--- src/rtl/uart_trx.sv ---
`default_nettype none
// +--------------------------------------------------------------------------+
// | uart_trx : UART transceiver core, one TX shifter and one RX sampler with  |
// |            runtime baud divisor, parity and stop-bit configuration.       |
// | Revision : 1.0                                                            |
// +--------------------------------------------------------------------------+
module uart_trx #(
  parameter int DATA_WIDTH = 8,
  parameter int DIV_WIDTH  = 16
) (
  input  logic                  clk_i,
  input  logic                  rst_i,
  input  logic [DIV_WIDTH-1:0]  div_i,
  input  logic                  par_en_i,
  input  logic                  par_odd_i,
  input  logic                  stop2_i,
  input  logic                  tx_valid_i,
  output logic                  tx_ready_o,
  input  logic [DATA_WIDTH-1:0] tx_data_i,
  output logic                  rx_valid_o,
  input  logic                  rx_ready_i,
  output logic [DATA_WIDTH-1:0] rx_data_o,
  output logic                  rx_perr_o,
  output logic                  rx_ferr_o,
  output logic                  rx_oerr_o,
  input  logic                  err_clr_i,
  input  logic [2:0]            irq_en_i,
  input  logic                  uart_rx_i,
  output logic                  uart_tx_o,
  output logic                  irq_o
);

  localparam logic [3:0]           c_LAST_BIT = 4'(DATA_WIDTH - 1);
  localparam logic [DIV_WIDTH-1:0] c_CNT_ONE  = {{(DIV_WIDTH-1){1'b0}}, 1'b1};

  typedef enum logic [2:0] {
    S_IDLE   = 3'd0,
    S_START  = 3'd1,
    S_DATA   = 3'd2,
    S_PARITY = 3'd3,
    S_STOP   = 3'd4
  } state_t;

  // ---------------------------------------------------------------- TX ----
  state_t                r_tx_state;
  state_t                w_tx_state_nxt;
  logic [DIV_WIDTH-1:0]  r_tx_cnt;
  logic [DIV_WIDTH-1:0]  r_tx_div;
  logic [DATA_WIDTH-1:0] r_tx_shift;
  logic [3:0]            r_tx_bitcnt;
  logic                  r_tx_par_en;
  logic                  r_tx_par_bit;
  logic                  r_tx_stop_left;
  logic                  r_tx_line;
  logic                  w_tx_tick;
  logic                  w_tx_ready;

  assign w_tx_tick  = (r_tx_cnt == '0);
  assign w_tx_ready = (r_tx_state == S_IDLE);

  always_comb begin
    w_tx_state_nxt = r_tx_state;
    case (r_tx_state)
      S_IDLE:   if (tx_valid_i) w_tx_state_nxt = S_START;
      S_START:  if (w_tx_tick) w_tx_state_nxt = S_DATA;
      S_DATA:   if (w_tx_tick && (r_tx_bitcnt == c_LAST_BIT))
                  w_tx_state_nxt = r_tx_par_en ? S_PARITY : S_STOP;
      S_PARITY: if (w_tx_tick) w_tx_state_nxt = S_STOP;
      S_STOP:   if (w_tx_tick && !r_tx_stop_left) w_tx_state_nxt = S_IDLE;
      default:  w_tx_state_nxt = S_IDLE;
    endcase
  end

  always_ff @(posedge clk_i or posedge rst_i) begin
    if (rst_i) r_tx_state <= S_IDLE;
    else       r_tx_state <= w_tx_state_nxt;
  end

  // Frame configuration is captured at accept so the frame in flight is immune to input changes.
  always_ff @(posedge clk_i or posedge rst_i) begin
    if (rst_i) begin
      r_tx_cnt       <= '0;
      r_tx_div       <= '0;
      r_tx_shift     <= '0;
      r_tx_bitcnt    <= '0;
      r_tx_par_en    <= 1'b0;
      r_tx_par_bit   <= 1'b0;
      r_tx_stop_left <= 1'b0;
      r_tx_line      <= 1'b1;
    end else if (r_tx_state == S_IDLE) begin
      if (tx_valid_i) begin
        r_tx_div       <= div_i;
        r_tx_cnt       <= div_i;
        r_tx_shift     <= tx_data_i;
        r_tx_par_en    <= par_en_i;
        r_tx_par_bit   <= (^tx_data_i) ^ par_odd_i;
        r_tx_stop_left <= stop2_i;
        r_tx_bitcnt    <= '0;
        r_tx_line      <= 1'b0;
      end
    end else if (!w_tx_tick) begin
      r_tx_cnt <= r_tx_cnt - c_CNT_ONE;
    end else begin
      r_tx_cnt <= r_tx_div;
      if (r_tx_state == S_START) begin
        r_tx_line   <= r_tx_shift[0];
        r_tx_shift  <= r_tx_shift >> 1;
        r_tx_bitcnt <= '0;
      end else if (r_tx_state == S_DATA) begin
        if (r_tx_bitcnt == c_LAST_BIT) begin
          r_tx_line <= r_tx_par_en ? r_tx_par_bit : 1'b1;
        end else begin
          r_tx_line   <= r_tx_shift[0];
          r_tx_shift  <= r_tx_shift >> 1;
          r_tx_bitcnt <= r_tx_bitcnt + 4'd1;
        end
      end else if (r_tx_state == S_PARITY) begin
        r_tx_line <= 1'b1;
      end else begin
        r_tx_stop_left <= 1'b0;
      end
    end
  end

  assign uart_tx_o  = r_tx_line;
  assign tx_ready_o = w_tx_ready;

  // ---------------------------------------------------------------- RX ----
  logic                  r_rx_sync1;
  logic                  r_rx_sync2;
  state_t                r_rx_state;
  state_t                w_rx_state_nxt;
  logic [DIV_WIDTH-1:0]  r_rx_cnt;
  logic [DIV_WIDTH-1:0]  r_rx_div;
  logic [DATA_WIDTH-1:0] r_rx_shift;
  logic [3:0]            r_rx_bitcnt;
  logic                  r_rx_par_en;
  logic                  r_rx_par_odd;
  logic                  r_rx_par_bit;
  logic                  w_rx_tick;
  logic                  w_rx_done;
  logic                  w_rx_perr;
  logic                  w_rx_ferr;

  always_ff @(posedge clk_i or posedge rst_i) begin
    if (rst_i) begin
      r_rx_sync1 <= 1'b1;
      r_rx_sync2 <= 1'b1;
    end else begin
      r_rx_sync1 <= uart_rx_i;
      r_rx_sync2 <= r_rx_sync1;
    end
  end

  assign w_rx_tick = (r_rx_cnt == '0);
  assign w_rx_done = (r_rx_state == S_STOP) && w_rx_tick;
  assign w_rx_perr = r_rx_par_en & (r_rx_par_bit != ((^r_rx_shift) ^ r_rx_par_odd));
  assign w_rx_ferr = ~r_rx_sync2;

  always_comb begin
    w_rx_state_nxt = r_rx_state;
    case (r_rx_state)
      S_IDLE:   if (!r_rx_sync2) w_rx_state_nxt = S_START;
      S_START:  if (w_rx_tick) w_rx_state_nxt = r_rx_sync2 ? S_IDLE : S_DATA;
      S_DATA:   if (w_rx_tick && (r_rx_bitcnt == c_LAST_BIT))
                  w_rx_state_nxt = r_rx_par_en ? S_PARITY : S_STOP;
      S_PARITY: if (w_rx_tick) w_rx_state_nxt = S_STOP;
      S_STOP:   if (w_rx_tick) w_rx_state_nxt = S_IDLE;
      default:  w_rx_state_nxt = S_IDLE;
    endcase
  end

  always_ff @(posedge clk_i or posedge rst_i) begin
    if (rst_i) r_rx_state <= S_IDLE;
    else       r_rx_state <= w_rx_state_nxt;
  end

  // Half-period initial count centres every later sample in its bit cell.
  always_ff @(posedge clk_i or posedge rst_i) begin
    if (rst_i) begin
      r_rx_cnt     <= '0;
      r_rx_div     <= '0;
      r_rx_shift   <= '0;
      r_rx_bitcnt  <= '0;
      r_rx_par_en  <= 1'b0;
      r_rx_par_odd <= 1'b0;
      r_rx_par_bit <= 1'b0;
    end else if (r_rx_state == S_IDLE) begin
      if (!r_rx_sync2) begin
        r_rx_div     <= div_i;
        r_rx_cnt     <= div_i >> 1;
        r_rx_par_en  <= par_en_i;
        r_rx_par_odd <= par_odd_i;
        r_rx_bitcnt  <= '0;
      end
    end else if (!w_rx_tick) begin
      r_rx_cnt <= r_rx_cnt - c_CNT_ONE;
    end else begin
      r_rx_cnt <= r_rx_div;
      if (r_rx_state == S_DATA) begin
        r_rx_shift  <= {r_rx_sync2, r_rx_shift[DATA_WIDTH-1:1]};
        r_rx_bitcnt <= r_rx_bitcnt + 4'd1;
      end else if (r_rx_state == S_PARITY) begin
        r_rx_par_bit <= r_rx_sync2;
      end
    end
  end

  // ------------------------------------------------- output register / irq
  logic                  r_rx_valid;
  logic [DATA_WIDTH-1:0] r_rx_data;
  logic                  r_rx_perr;
  logic                  r_rx_ferr;
  logic                  r_rx_oerr;
  logic                  r_irq;
  logic                  w_rx_load;

  assign w_rx_load = w_rx_done && (!r_rx_valid || rx_ready_i);

  always_ff @(posedge clk_i or posedge rst_i) begin
    if (rst_i) begin
      r_rx_valid <= 1'b0;
      r_rx_data  <= '0;
      r_rx_perr  <= 1'b0;
      r_rx_ferr  <= 1'b0;
    end else if (w_rx_load) begin
      r_rx_valid <= 1'b1;
      r_rx_data  <= r_rx_shift;
      r_rx_perr  <= w_rx_perr;
      r_rx_ferr  <= w_rx_ferr;
    end else if (r_rx_valid && rx_ready_i) begin
      r_rx_valid <= 1'b0;
      r_rx_perr  <= 1'b0;
      r_rx_ferr  <= 1'b0;
    end
  end

  // A dropped byte outranks a simultaneous clear.
  always_ff @(posedge clk_i or posedge rst_i) begin
    if (rst_i)                                   r_rx_oerr <= 1'b0;
    else if (w_rx_done && r_rx_valid && !rx_ready_i) r_rx_oerr <= 1'b1;
    else if (err_clr_i)                          r_rx_oerr <= 1'b0;
  end

  always_ff @(posedge clk_i or posedge rst_i) begin
    if (rst_i) r_irq <= 1'b0;
    else       r_irq <= (r_rx_valid & irq_en_i[0]) | (w_tx_ready & irq_en_i[1]) |
                        ((r_rx_perr | r_rx_ferr | r_rx_oerr) & irq_en_i[2]);
  end

  assign rx_valid_o = r_rx_valid;
  assign rx_data_o  = r_rx_data;
  assign rx_perr_o  = r_rx_perr;
  assign rx_ferr_o  = r_rx_ferr;
  assign rx_oerr_o  = r_rx_oerr;
  assign irq_o      = r_irq;

endmodule
`default_nettype wire

--- config.mk ---
export PLATFORM = sky130hd
export DESIGN_NAME = uart_trx
export DESIGN_NICKNAME = d
export VERILOG_FILES = /design/src/rtl/uart_trx.sv
export SDC_FILE = /design/constraint.sdc
export NUM_CORES = 1
export LEC_CHECK = 0
export ABC_AREA = 1
export CORE_MARGIN = 2
export CORE_UTILIZATION = 40
export CTS_BUF_LIST = sky130_fd_sc_hd__clkbuf_16
export DETAILED_ROUTE_END_ITERATION = 16
export SLEW_MARGIN = 15
export SYNTH_ARGS = -nofsm -noshare
export SYNTH_HDL_FRONTEND = slang
export SYNTH_SLANG_ARGS = --single-unit
--- constraint.sdc ---
create_clock -name clk_i -period 4.03 [get_ports clk_i]
set_input_delay 0.806 -clock clk_i [delete_from_list [all_inputs] [get_ports clk_i]]
set_output_delay 0.806 -clock clk_i [all_outputs]
set_load 0.005 [all_outputs]
==> run metrics <==
TritonRoute pass-1 iters 7; worst-margin pin slew 0.751 ns; worst clock skew 0.00787 ns; reg2reg start r_tx_state[2]$_DFFE_PP0P_; Hold Crit Start r_rx_sync1$_DFF_PP1_; post-CTS resize count 0; CP startpoint kind register; Detailed Route Iter0 Violations 363; Top FF cell, synth dfrtp_1; num ports 51; run status finished, final reports clean; Slew Limit Fails 0; WL final 16200 µm; initial antenna violation count 0; largest net degree at the start of global routing 86; CTS Sinks 116; Peak VDD IR 371 µV; layout cell share with drive strength beyond 1 7.88%; die area 17900 µm²; Tmin final 2.94 ns; average size of a mapped cell 7.14 µm²; top cell type's share of synthesized area 42.0%; fmax 340 MHz; worst hold path type reg -> reg; Setup TNS 0 ns; Starting Density 40.8%; Post-synth ARST share 100%; WP data arrival 2.13 ns; Final Hold Violating Endpoints 0; Setup-failing EPs final 0; GRT Total Usage 19.3%; Distinct cells, synth 39; Layout area overhead 18.5%; DRC 0; Hold WS 0.354 ns; RSZ-0062 raised after global routing false; post-CTS setup buffers 0; sequential element share of the synthesized area 43.2%; Avg WL per Cell 13.3 µm; port bufs 50; H-tree depth 4; Syn. warnings 0; Yosys reg bits 116; Post-synth EDFFs 0; CP Launch Point r_tx_state[2]$_DFFE_PP0P_; Nets 1031; hold_buf cts 0; via/cell ratio 4.81; Chip Width 134 µm; CORE AREA 16500 µm²; Worst Path Required 3.22 ns; Worst-Skew Late Latency 0.42 ns; period utilisation layout 72.9%; ANT nets after route 0; first-pass GRT wire length 27400 µm; Yosys top cell by area dfrtp_1; CTS root buf clkbuf_16; Inserted Clock Buffers 17; fill cell count 1624; ant diodes 0; Crit Path Category reg -> out; chip height 134 µm; Max Cap Violations 0; grt total ovfl 0; Slew headroom 49.8%; Area contributors post-synth dfrtp_1 42%, nand2_1 17%, inv_1 6.6%; Worst-path clk slew 0.05 ns; CTS max path bufs 2; Synth Net Count 985; vias in the first global route 5514; static power due to leakage 3.97 nW; Final HPWL DP 11600 µm; Synth Cell Area 6730 µm²; vias 5881; CTS tree done; Cell Pwr Density 713 nW/µm²; routability cong. 0.887; # rows 47; Max FO, Critical Path 29; Cells after Synth 943; Worst Setup End Kind primary output
-- layout make-up --
| cell class | count | area, µm² | area share, % |
|---|---|---|---|
| Inverter | 124 | 468 | 5.87 |
| Tap cell | 220 | 275 | 3.45 |
| Multi-Input combinational cell | 678 | 3220 | 40.4 |
| Clock inverter | 15 | 150 | 1.88 |
| Timing Repair Buffer | 52 | 528 | 6.62 |
| Sequential cell | 116 | 2910 | 36.4 |
| Clock buffer | 17 | 425 | 5.33 |
-- stage by stage --
stage	cell area, µm²	util (%)	total power, W	std cells	worst slack [ns]
floorplan	6730	-	0.00366	943	0.157
global placement	7400	44.8	0.00418	1190	1.44
detailed placement	7400	44.8	0.00419	1190	1.43
CTS	7980	48.3	0.00571	1222	1.09
global route	7980	48.3	0.00618	1222	0.954
finish	7980	48.3	0.00569	1222	1.09
-- cells in the mapped netlist (8+ instances only) --
master	count
o21ai_0	80
nand4_1	23
nand2_1	311
inv_1	119
nor2_4	8
nand3_1	86
o21ai_1	12
xor2_1	9
nor2_1	85
nand2_2	10
dfrtp_1	113
buf_2	15
-- power breakdown --
group | total (W) | switching (W) | internal (W) | leakage, nW
Combinational | 0.00227 | 0.00151 | 0.000758 | 2.21
Clock | 0.00149 | 0.000538 | 0.000951 | 0.289
Sequential | 0.00193 | 0.000339 | 0.00159 | 1.47
-- worst max-delay path, stage by stage (launching register included) --
cell and delay, ns:
dfrtp_1 0.40, nor2_1 0.17, nand2_1 0.07, buf_4 0.24
inv_2 0.26, clkdlybuf4s50_1 0.55
-- layout by cell type, fill, tap and decap left out, types with 6 or more instances in the layout --
cell type / count
nand2_1: 311
inv_1: 122
dfrtp_1: 113
nand3_1: 86
nor2_1: 85
o21ai_0: 80
clkdlybuf4s50_1: 50
nand4_1: 23
clkbuf_16: 17
o21ai_1: 12
nand2_2: 10
xor2_1: 9
nor2_4: 8
nor2_2: 7
o22ai_1: 6
ha_1: 6
-- sequential cells by signal, indices dropped and copies added (netlist names), 3 cells and up --
register / cells
r_rx_cnt: 16
r_tx_state: 3
rx_data_o: 8
r_tx_div: 16
r_rx_state: 3
r_tx_cnt: 16
r_rx_div: 16
r_rx_bitcnt: 4
r_rx_shift: 8
r_tx_shift: 8
r_tx_bitcnt: 4
-- routing by layer --
layer	up-vias	GRT usage, %	share of wire [%]
met2	107	29.6	45
li1	3076	-	-
met4	0	7.09	2.4
met5	-	0	0
met3	29	4.49	3.4
met1	2669	26.5	49
-- worst paths after layout --
| kind | end | slack, ns | depth (start not counted) |
|---|---|---|---|
| worst max-delay path | tx_ready_o | 1.09 | 5 |
| worst min-delay path | r_rx_sync2$_DFF_PP1_ | 0.35 | 0 |
| worst max register to register | r_tx_bitcnt[1]$_DFFE_PP0P_ | 1.59 | 9 |
| worst min register to register | r_rx_sync2$_DFF_PP1_ | 0.35 | 0 |
| max in group asynchronous | r_rx_sync1$_DFF_PP1_ | 2.46 | 3 |
| min in group asynchronous | r_tx_shift[1]$_DFFE_PP0P_ | 0.74 | 2 |
-- cells by family after synthesis --
logic type               Yosys count  synth area share, %
AO/OA/AOI/OAI                    108                 8.49
XOR/XNOR                          11                 1.43
multiplexers                       6                 1.00
AND/OR/NAND/NOR                  547                 35.8
buffers and inverters            149                 8.97
adder cells (fa/ha/maj)            6                 1.11
flip-flops                       116                 43.2
Note: power is estimated with default switching activity, not from simulation.
